<file path="src/rtl/image_sequencer.sv">
// image_sequencer: walks an image memory one index at a time, starts the
// network on each image, waits (with a watchdog) for its label and reports
// one result per image. After the last image it parks in DONE until reset.
// Optional build macro IMAGE_SEQUENCER_SCORE_EN adds expected_label and a
// correct_count score of non-timeout results that matched expectation.
module image_sequencer #(
    parameter int NUM_IMAGES     = 1,
    parameter int NUM_CLASSES    = 10,
    parameter int TIMEOUT_CYCLES = 4096,
    localparam int LW = ($clog2(NUM_CLASSES) > 0) ? $clog2(NUM_CLASSES) : 1,
    localparam int IW = ($clog2(NUM_IMAGES) > 0) ? $clog2(NUM_IMAGES) : 1
) (
    input  logic          clock,
    input  logic          reset,
    input  logic          enable,
    output logic          net_start,
    output logic [IW-1:0] image_num,
    input  logic [LW-1:0] net_label,
    input  logic          net_label_ready,
    output logic [LW-1:0] label,
    output logic [IW-1:0] label_num,
    output logic          label_ready,
    output logic          timeout,
    output logic          done
`ifdef IMAGE_SEQUENCER_SCORE_EN
    ,
    input  logic [LW-1:0] expected_label,
    output logic [IW:0]   correct_count
`endif
);

    // Watchdog counter only has to reach TIMEOUT_CYCLES-1.
    localparam int CW = ($clog2(TIMEOUT_CYCLES) > 0) ? $clog2(TIMEOUT_CYCLES) : 1;
    localparam logic [CW-1:0] WD_MAX   = CW'(TIMEOUT_CYCLES - 1);
    localparam logic [IW-1:0] LAST_IMG = IW'(NUM_IMAGES - 1);

    typedef enum logic [2:0] {IDLE, START, WAIT, RECORD, DONE} state_t;

    state_t        state;
    logic [CW-1:0] wd_cnt;

    // Sequencer FSM; every output is a register written on the transition
    // into the state in which it must be visible.
    always_ff @(posedge clock) begin
        if (reset) begin
            state       <= IDLE;
            wd_cnt      <= '0;
            image_num   <= '0;
            label       <= '0;
            label_num   <= '0;
            net_start   <= 1'b0;
            label_ready <= 1'b0;
            timeout     <= 1'b0;
            done        <= 1'b0;
        end else begin
            net_start   <= 1'b0;
            label_ready <= 1'b0;
            timeout     <= 1'b0;
            case (state)
                // enable is only looked at here, so a drop never aborts an
                // inference already in flight.
                IDLE: begin
                    if (enable) begin
                        state     <= START;
                        net_start <= 1'b1;
                    end
                end
                START: begin
                    wd_cnt <= '0;
                    state  <= WAIT;
                end
                // A real label beats a watchdog expiry in the same cycle.
                WAIT: begin
                    if (net_label_ready) begin
                        label       <= net_label;
                        label_num   <= image_num;
                        label_ready <= 1'b1;
                        state       <= RECORD;
                    end else if (wd_cnt == WD_MAX) begin
                        label       <= '1;
                        label_num   <= image_num;
                        label_ready <= 1'b1;
                        timeout     <= 1'b1;
                        state       <= RECORD;
                    end else begin
                        wd_cnt <= wd_cnt + 1'b1;
                    end
                end
                // Index stops at the last image instead of wrapping.
                RECORD: begin
                    if (image_num == LAST_IMG) begin
                        state <= DONE;
                        done  <= 1'b1;
                    end else begin
                        image_num <= image_num + 1'b1;
                        state     <= IDLE;
                    end
                end
                DONE:    state <= DONE;
                default: state <= IDLE;
            endcase
        end
    end

`ifdef IMAGE_SEQUENCER_SCORE_EN
    logic [LW-1:0] exp_q;

    // Expectation is latched alongside the real label; a timeout never
    // scores even if the all-ones label happens to match a stale expectation.
    always_ff @(posedge clock) begin
        if (reset) begin
            exp_q         <= '0;
            correct_count <= '0;
        end else begin
            if (state == WAIT && net_label_ready)
                exp_q <= expected_label;
            if (state == RECORD && !timeout && label == exp_q)
                correct_count <= correct_count + 1'b1;
        end
    end
`endif

endmodule

</file>
<file path="config.mk">
export PLATFORM = sky130hd
export DESIGN_NAME = image_sequencer
export DESIGN_NICKNAME = d
export VERILOG_FILES = /design/src/rtl/image_sequencer.sv
export SDC_FILE = /design/constraint.sdc
export NUM_CORES = 1
export LEC_CHECK = 0
export ABC_AREA = 0
export BUFFER_PORTS_ARGS = -buffer_cell sky130_fd_sc_hd__buf_2
export CAP_MARGIN = 20
export CELL_PAD_IN_SITES_DETAIL_PLACEMENT = 0
export CELL_PAD_IN_SITES_GLOBAL_PLACEMENT = 1
export CORE_MARGIN = 5
export CORE_UTILIZATION = 40
export DETAILED_ROUTE_END_ITERATION = 8
export HOLD_SLACK_MARGIN = 0.12
export PLACE_DENSITY = 0.8
export SYNTH_ARGS = -nofsm -noshare
export SYNTH_HDL_FRONTEND = slang
export SYNTH_SLANG_ARGS = --single-unit
export TNS_END_PERCENT = 5
</file>
<file path="constraint.sdc">
create_clock -name clock -period 3.7 [get_ports clock]
set_clock_uncertainty 0.15 [all_clocks]
set_input_delay 0.555 -clock clock [delete_from_list [all_inputs] [get_ports clock]]
set_output_delay 0.555 -clock clock [all_outputs]
set_load 0.01 [all_outputs]
</file>
Yosys cells after proc, flatten, opt, wreduce, memory -nomap -nowiden. Index checks and enable logic that the tools add are counted.

Output and inout port bits: 10. Bits of input ports: 8. Register bits: 25. Word-level logic and storage cells: 49.

Muxes and demuxes: 16. Reductions and logical operators: 10. $add $sub $neg: 2. Eq/ne operators: 9. Bitwise operators: 3.

Operator list (count): $mux W12 (2); $pmux W12 S2 (1); $pmux W3 S5 (1); $add A12 B1 Y12 const B (1); $eq A12 B12 Y1 const B (1); $mux W3 (4); $mux W4 (2); $eq A3 B2 Y1 const B (2); $mux W1 (6); $ne A2 B2 Y1 const B (3); $reduce_and A2 Y1 (3); $reduce_bool A2 Y1 (2); $reduce_or A2 Y1 (2); $eq A3 B1 Y1 const B (1); $eq A3 B3 Y1 const B (1); $logic_not A3 Y1 (1); $ne A3 B3 Y1 const B (1); $not A1 Y1 (3); $reduce_and A3 Y1 (1); $reduce_or A3 Y1 (1); $add A1 B1 Y1 const B (1).

Longest topological paths before layout. Gate-level depths: netlist of the first run.

Word-level depth: 4. Mapped depth: 6. Depth with buffers taken out: 5.

Worst setup path after synthesis of the first run. OpenSTA, ideal clock, no wires.

Path type: input to register. From: input net_label_ready. To: register wd_cnt[9]. Setup time: 69 ps. Required time: 3481 ps. Buffers on the path: 0. Path slack: 1808 ps. Stages on the path: 4. Arrival time: 1673 ps. Cells stage by stage: nor4b_4 o311ai_4 or4_1 o21ai_1.

Word-level cells in the longest chain between the ends: 2.

RTL lines: start: declaration (RTL line 19) `input logic net_label_ready,`; $ne A2 B2 Y1 (no line); $reduce_and A3 Y1 (no line); end signal: assignment (RTL line 86) `wd_cnt <= wd_cnt + 1'b1;`; end: declaration (RTL line 40) `logic [CW-1:0] wd_cnt;`.

Every way passes these cells. A chain may end at the register's enable or synchronous reset.

Worst setup path after layout of the first run.
From: register wd_cnt[0]. To: register wd_cnt[9].

Word-level cells in the longest chain between the ends: 4. Elaborated cells between the ends (all ways): 7. Classes of those cells: add/sub: 1; eq/ne: 2; mux: 3; reduce/logical: 1.

RTL lines: $add A12 B1 Y12 (RTL line 86); $mux W12 (RTL line 79) `end else if (wd_cnt == WD_MAX) begin`; $mux W12 (RTL line 74) `if (net_label_ready) begin`; $pmux W12 S2 (RTL line 59) `case (state)`.

Parallel ways exist; a longest one is shown, timed or not. The select of a mux whose other input is x is not followed.

==> metrics.txt, run 1 <==
status=completed; clk slew on worst S/H paths=~0.13 ns; vias in the first global route=981; core area=between 2000 and 3000 um^2; area leader, netlist=dfxtp_1; total grt overflow=0; drt wl/cell=about 15 um; Clock Sinks=23; critical path type=reg -> reg; PD cells=about 370 nW/um^2; die width=64.8 um; CTS hold repair buffers=0; Crit path largest cell delay=0.67 ns; final hold violation count=0; gp weighted congestion=between 0.7 and 0.8; Setup Buffers After CTS=0; via/cell ratio=~6.0; internal reg-to-reg setup slack=~1.6 ns; first-pass GRT wire length=around 4600 um; area of placed instances=~1200 um^2; cells after synthesis=between 100 and 150; met2 GRT Util=0.212; Synth area leaders=dfxtp_1, o221a_2, buf_4; DR vias=between 1000 and 1500; maxcap violations=0; met3 Use GR=0.0345; ys flop type=dfxtp_1; Required @ worst endpoint=between 3 and 4 ns; Worst R2R Path Depth=5; hold crit path type=reg -> reg; RSZ-0062 raised after global routing=no; worst slew pin tran=0.648 ns; worst-skew pair later-pin latency=about 0.32 ns; top-level port count=18; drt initial violations=49; GRT Total Usage=0.136; Die Y=about 65 um; smallest hold slack=~0.31 ns; Finish-stage setup viols=0; Setup WS pre-CTS=about 1.5 ns; max-slew violations=0; Critical Path Sink Type=flip-flop; Pre-antenna DRT Iters=4; worst r2r dst=wd_cnt[9]; layout cells sized above 1=0.230; R2R Path Start=wd_cnt[0]; Post-DRT Antenna Nets=0; Die Area=~4200 um^2; post-synthesis compound-gate area fraction=0.245; Synth top cells by count=dfxtp_1, nand2_1, nand3_1, nor2_1; kind of cell adding the most delay to the critical path=compound AO/OA/AOI/OAI gates; Pwr Total=approximately 470 uW; XOR/XNOR Fraction of Synth Area=0.00730; synthesized area=about 1200 um^2; area delta synth->final=5.53%; area share of fa/ha/maj cells after synthesis=0.0104; Cell variety after synth=47; Hold Crit Depth=2; Std-Cell Rows=19; critical-path cell list=ha_1, nand4_1, o31ai_1, a2bb2oi_1, o21ai_1; Port Buffers=15; Final Cycle Share=0.574; initial core utilization=0.428; Post-Synth Simple-Gate Area=0.275; Post-Layout Inst Area=1270 um^2; clock root cell=clkbuf_4; mux cell area share after synthesis=0; global routing's busiest layer=met2; sequential area share after synthesis=0.384; critical path arrival=around 2.2 ns; met1 Usage GRT=0.174; CTS tree=done; Setup TNS=0 ns; final setup margin=1.58 ns; most frequent cell after synthesis=dfxtp_1; CP max FO=5; Routed Wire Length=between 2000 and 3000 um; Fillers=287; Leakage=approximately 0.00045 uW; Syn Area/Cell=between 9 and 10 um^2; crit start category=flip-flop; number of buffers created by CTS=3; nets=approximately 150; peak supply drop=between 0.15 and 0.2 mV; drt drc=0; Post-synth EDFFs=0; min-delay src=done; Ant. Diodes=0; initial antenna violation count=0; Synth async-reset ratio=0; Max-slew headroom=0.564; slowest cell on the critical path=o31ai_1; Yosys top cell area share=0.384; largest family of logic cells by synthesized area=simple AND/OR/NAND/NOR gates; H-tree Lvls=1; Post-CTS Resized=0; Max clock buf depth=2; post-synthesis register bit count=23; WP buf/inv=0; Ys Warns=0; largest net degree at the start of global routing=16; Tmin final=roughly 2.1 ns; DP HPWL=between 1500 and 2000 um; Achievable Freq=between 400 and 500 MHz; hold worst-path end=done
metrics by stage:
stage                     cells  utilization
after global placement      166        0.442
after detailed placement    166        0.442
after floorplan             129            -
final                       170        0.451
after global routing        170        0.451
after CTS                   170        0.451
report_power, final:
group | total, uW | internal, uW | switching, uW
clock network | 118 | 40.5 | 77.2
logic | 77.3 | 33.1 | 44.2
registers | 271 | 258 | 13.4
flip-flops by register name, summed over array words and instances (netlist names):
name         flops
state            3
net_start        1
label            4
wd_cnt          12
timeout          1
done             1
label_ready      1
worst max path at each step:
stage,to,cells after the start,startpoint
floorplan,wd_cnt[9],4,net_label_ready
global placement,wd_cnt[9],5,reset
finish,wd_cnt[9],5,wd_cnt[0]
global route,wd_cnt[0],5,wd_cnt[0]
detailed placement,wd_cnt[9],5,reset
CTS,wd_cnt[11],5,wd_cnt[0]
worst min-delay path, cell delays in order, from the launching register on:
cell	delay (ns)
dfxtp_1	0.34
inv_1	0.05
a21oi_1	0.05
routing by layer:
layer | share of wire | vias to the layer above
li1 | - | 518
met1 | 0.47 | 479
met2 | 0.46 | 22
met3 | 0.055 | 4
met4 | 0.017 | 0
met5 | 0 | -
cells in the final DEF (no fill, tap or decap), drive strengths merged, types with 2 or more instances in the layout:
cell,Yosys,final
o21ai,3,3
a31o,2,2
conb,1,2
nor2,6,6
nor3b,5,5
dfxtp,23,23
o22ai,2,2
nand2,10,10
nand3,7,7
or4,2,2
or3,2,2
nor4,3,3
a31oi,2,2
buf,8,15
inv,3,3
o31ai,5,5
o311ai,6,6
o221a,4,4
nor3,5,5
nand4,4,4
and3,3,3
o31a,2,2
a21oi,5,5
clkbuf,1,3
final cells by class:
cell class	instances	area, um^2	share of cell area
sequential	23	460	0.364
tap	31	38.8	0.0306
clock buffer	3	22.5	0.0178
multi-input combinational	94	653	0.516
inverter	3	11.3	0.00889
clock inverter	1	5.00	0.00395
timing repair buffer	15	75.1	0.0593
kinds of logic (layout without fill, tap and decap cells):
logic type               after synthesis  in the layout
AO/OA/AOI/OAI                         36             36
XOR/XNOR                               1              1
adder cells (fa/ha/maj)                1              1
buffers and inverters                 12             22
flip-flops                            23             23
other                                  1              2
AND/OR/NAND/NOR                       54             54
(Power assumes the default switching activity.)
==> inputs of run 2 (changes only) <==
clock period = 1.96 ns   (was 3.7 ns; I/O delays follow)
==> run 2 against run 1 <==
Against the previous run: via count up 11%; clock-buffer cell count up 1; critical path depth unchanged; maximum frequency up 13%; critical endpoint is now wd_cnt[11]; sequential cell count unchanged; first-iteration DRC count down 45%; highest routed layer unchanged; combinational power rose to 2.5 times the previous value; largest power group unchanged; critical path type unchanged; utilization up 6.7 points.
==> metrics.txt, run 2 (same netlist as run 1, synthesis figures left out) <==
Tmin final=1.88 ns (was 2.12 ns); clk slew on worst S/H paths=0.13 ns (about the same); final setup margin=0.0846 ns (was 1.58 ns); DP Cell Count=184 (was 166); Routed Wire Length=2910 um (was 2590 um); DR WL met3=134 um (was 141 um); first-pass GRT wire length=4840 um (was 4560 um); Largest regs=wd_cnt (12), label (4), state (3) (unchanged); Std-Cell Rows=19 (unchanged); crit start category=flip-flop (unchanged); Post-Layout Inst Area=1450 um^2 (was 1270 um^2); drt wl/cell=15.1 um (was 15.2 um); Final Cycle Share=0.957 (was 0.574); max-slew violations=0 (unchanged); status=completed (unchanged); via/cell ratio=5.87 (was 6.02); Clock Sinks=23 (unchanged); Post-DRT Antenna Nets=0 (unchanged); initial core utilization=0.428 (unchanged); largest net degree at the start of global routing=15 (was 16); commonest non-fill, non-tap cell in the layout=dfxtp_1 (unchanged); Setup WS pre-CTS=-0.0109 ns (was 1.50 ns); PD cells=633 nW/um^2 (was 368 nW/um^2); Top Metal Used=met4 (unchanged); CTS tree=done (unchanged); Required @ worst endpoint=2.04 ns (was 3.81 ns); number of buffers created by CTS=3 (unchanged); most frequent cells in the layout=dfxtp_1, buf_4, buf_2, nand2_1, nand3_1 (was dfxtp_1, buf_2, nand2_1, nand3_1, nor2_1); Port Buffers=15 (unchanged); critical path type=reg -> reg (unchanged); maxcap violations=0 (unchanged); Post-Layout Cell Count=193 (was 170); Die Y=64.8 um (unchanged); Finish-stage setup viols=0 (unchanged); layout cells sized above 1=0.315 (was 0.230); initial antenna violation count=0 (unchanged); critical path arrival=1.95 ns (was 2.23 ns); DP HPWL=2180 um (was 1900 um); Leakage=0.000557 uW (was 0.000447 uW); area of placed instances=1370 um^2 (was 1240 um^2); gp weighted congestion=0.834 (was 0.783); Util after Layout=0.518 (was 0.451); drt drc=0 (unchanged); H-tree Lvls=1 (unchanged); die width=64.8 um (unchanged); CP max FO=9 (was 5); vias in the first global route=1070 (was 981); flip-flop count of the largest register after layout=12 (unchanged); Max clock buf depth=2 (unchanged); Critical Path Sink Type=flip-flop (unchanged); Fillers=271 (was 287); hold crit path type=in -> reg (was reg -> reg); Detail Route met2 WL=1330 um (was 1190 um); top-level port count=18 (unchanged); Crit path largest cell delay=0.49 ns (was 0.67 ns); RSZ-0062 raised after global routing=yes (was no); Max-slew headroom=0.666 (was 0.564); Die Area=4200 um^2 (unchanged); Biggest register=wd_cnt (unchanged); clock root cell=clkbuf_4 (unchanged); DR vias=1132 (was 1023); Ant. Diodes=0 (unchanged); worst slew pin tran=0.501 ns (was 0.648 ns); total grt overflow=0 (unchanged); met1 wire length=1390 um (was 1210 um); Achievable Freq=533 MHz (was 471 MHz); drt initial violations=27 (was 49); nets=172 (was 149); worst-skew pair later-pin latency=0.31 ns (was 0.32 ns); peak supply drop=0.286 mV (was 0.178 mV); slowest cell on the critical path=o311ai_4 (was o31ai_1); Setup TNS=0 ns (unchanged); GRT Total Usage=0.143 (was 0.136); Pre-antenna DRT Iters=4 (unchanged); core area=2810 um^2 (unchanged); critical-path cell list=ha_1, nand4_1, o311ai_4, o32ai_1, a21o_1 (was ha_1, nand4_1, o31ai_1, a2bb2oi_1, o21ai_1); Setup Buffers After CTS=0 (unchanged); area delta synth->final=21.2% (was 5.53%); final hold violation count=0 (unchanged)
[run 2: cell types whose count changed in the layout (fill, tap and decap cells not counted)]
cell | before | now
nor2_1 | 6 | 5
clkbuf_1 | 0 | 1
clkinv_2 | 1 | 0
buf_4 | 0 | 18
dfxtp_2 | 0 | 1
dfxtp_1 | 23 | 22
dlygate4sd3_1 | 0 | 5
nor2_2 | 0 | 1
[run 2: area by class of cell]
class	count	area (um^2)	share of cell area
Inverter	3	11.3	0.00775
Timing Repair Buffer	38	260	0.179
Clock buffer	4	26.3	0.0181
Tap cell	31	38.8	0.0267
Sequential cell	23	462	0.318
Multi-Input combinational cell	94	656	0.451
[run 2: worst max-delay path, delay by kind of cell (launching register included)]
| family | cells | cell delay, ns |
|---|---|---|
| AND/OR/NAND/NOR | 1 | 0.25 |
| adder cells (fa/ha/maj) | 1 | 0.17 |
| AO/OA/AOI/OAI | 3 | 0.86 |
| flip-flops | 1 | 0.37 |
[run 2: final timing paths]
check,from,to,slack [ns],cells after the start
max,wd_cnt[0],wd_cnt[11],0.08,5
min,reset,state[2],0.17,3
max reg2reg,wd_cnt[0],wd_cnt[11],0.08,5
min reg2reg,done,done,0.31,2
[run 2: power by group]
| group | total, uW | internal [uW] | switching, uW |
|---|---|---|---|
| sequential | 502 | 487 | 14.7 |
| clock | 222 | 79.4 | 143 |
| combinational | 197 | 93.4 | 104 |
[run 2: metrics by stage]
step / power [uW] / hold slack [ns]
5_1_grt: 975 / 0.156
6_report: 921 / 0.172
3_3_place_gp: 696 / 0.282
4_1_cts: 928 / 0.162
2_1_floorplan: 645 / 0.300
3_5_place_dp: 698 / 0.296
[run 2: repair_timing]
| item | 4_1_cts | 5_1_grt |
|---|---|---|
| endpoints found under the hold margin | 6 | 0 |
| pin swaps | 1 | 1 |
| hold buffers | 5 | 0 |
| gates resized for setup | 0 | 2 |
| setup endpoints to repair | 1 | 10 |
[run 2: per-layer routing]
| metal | GRT usage | vias up |
|---|---|---|
| met3 | 0.0225 | 6 |
| met2 | 0.230 | 29 |
| met4 | 0.0501 | 0 |
| met1 | 0.194 | 530 |
| li1 | - | 567 |
| met5 | 0 | - |
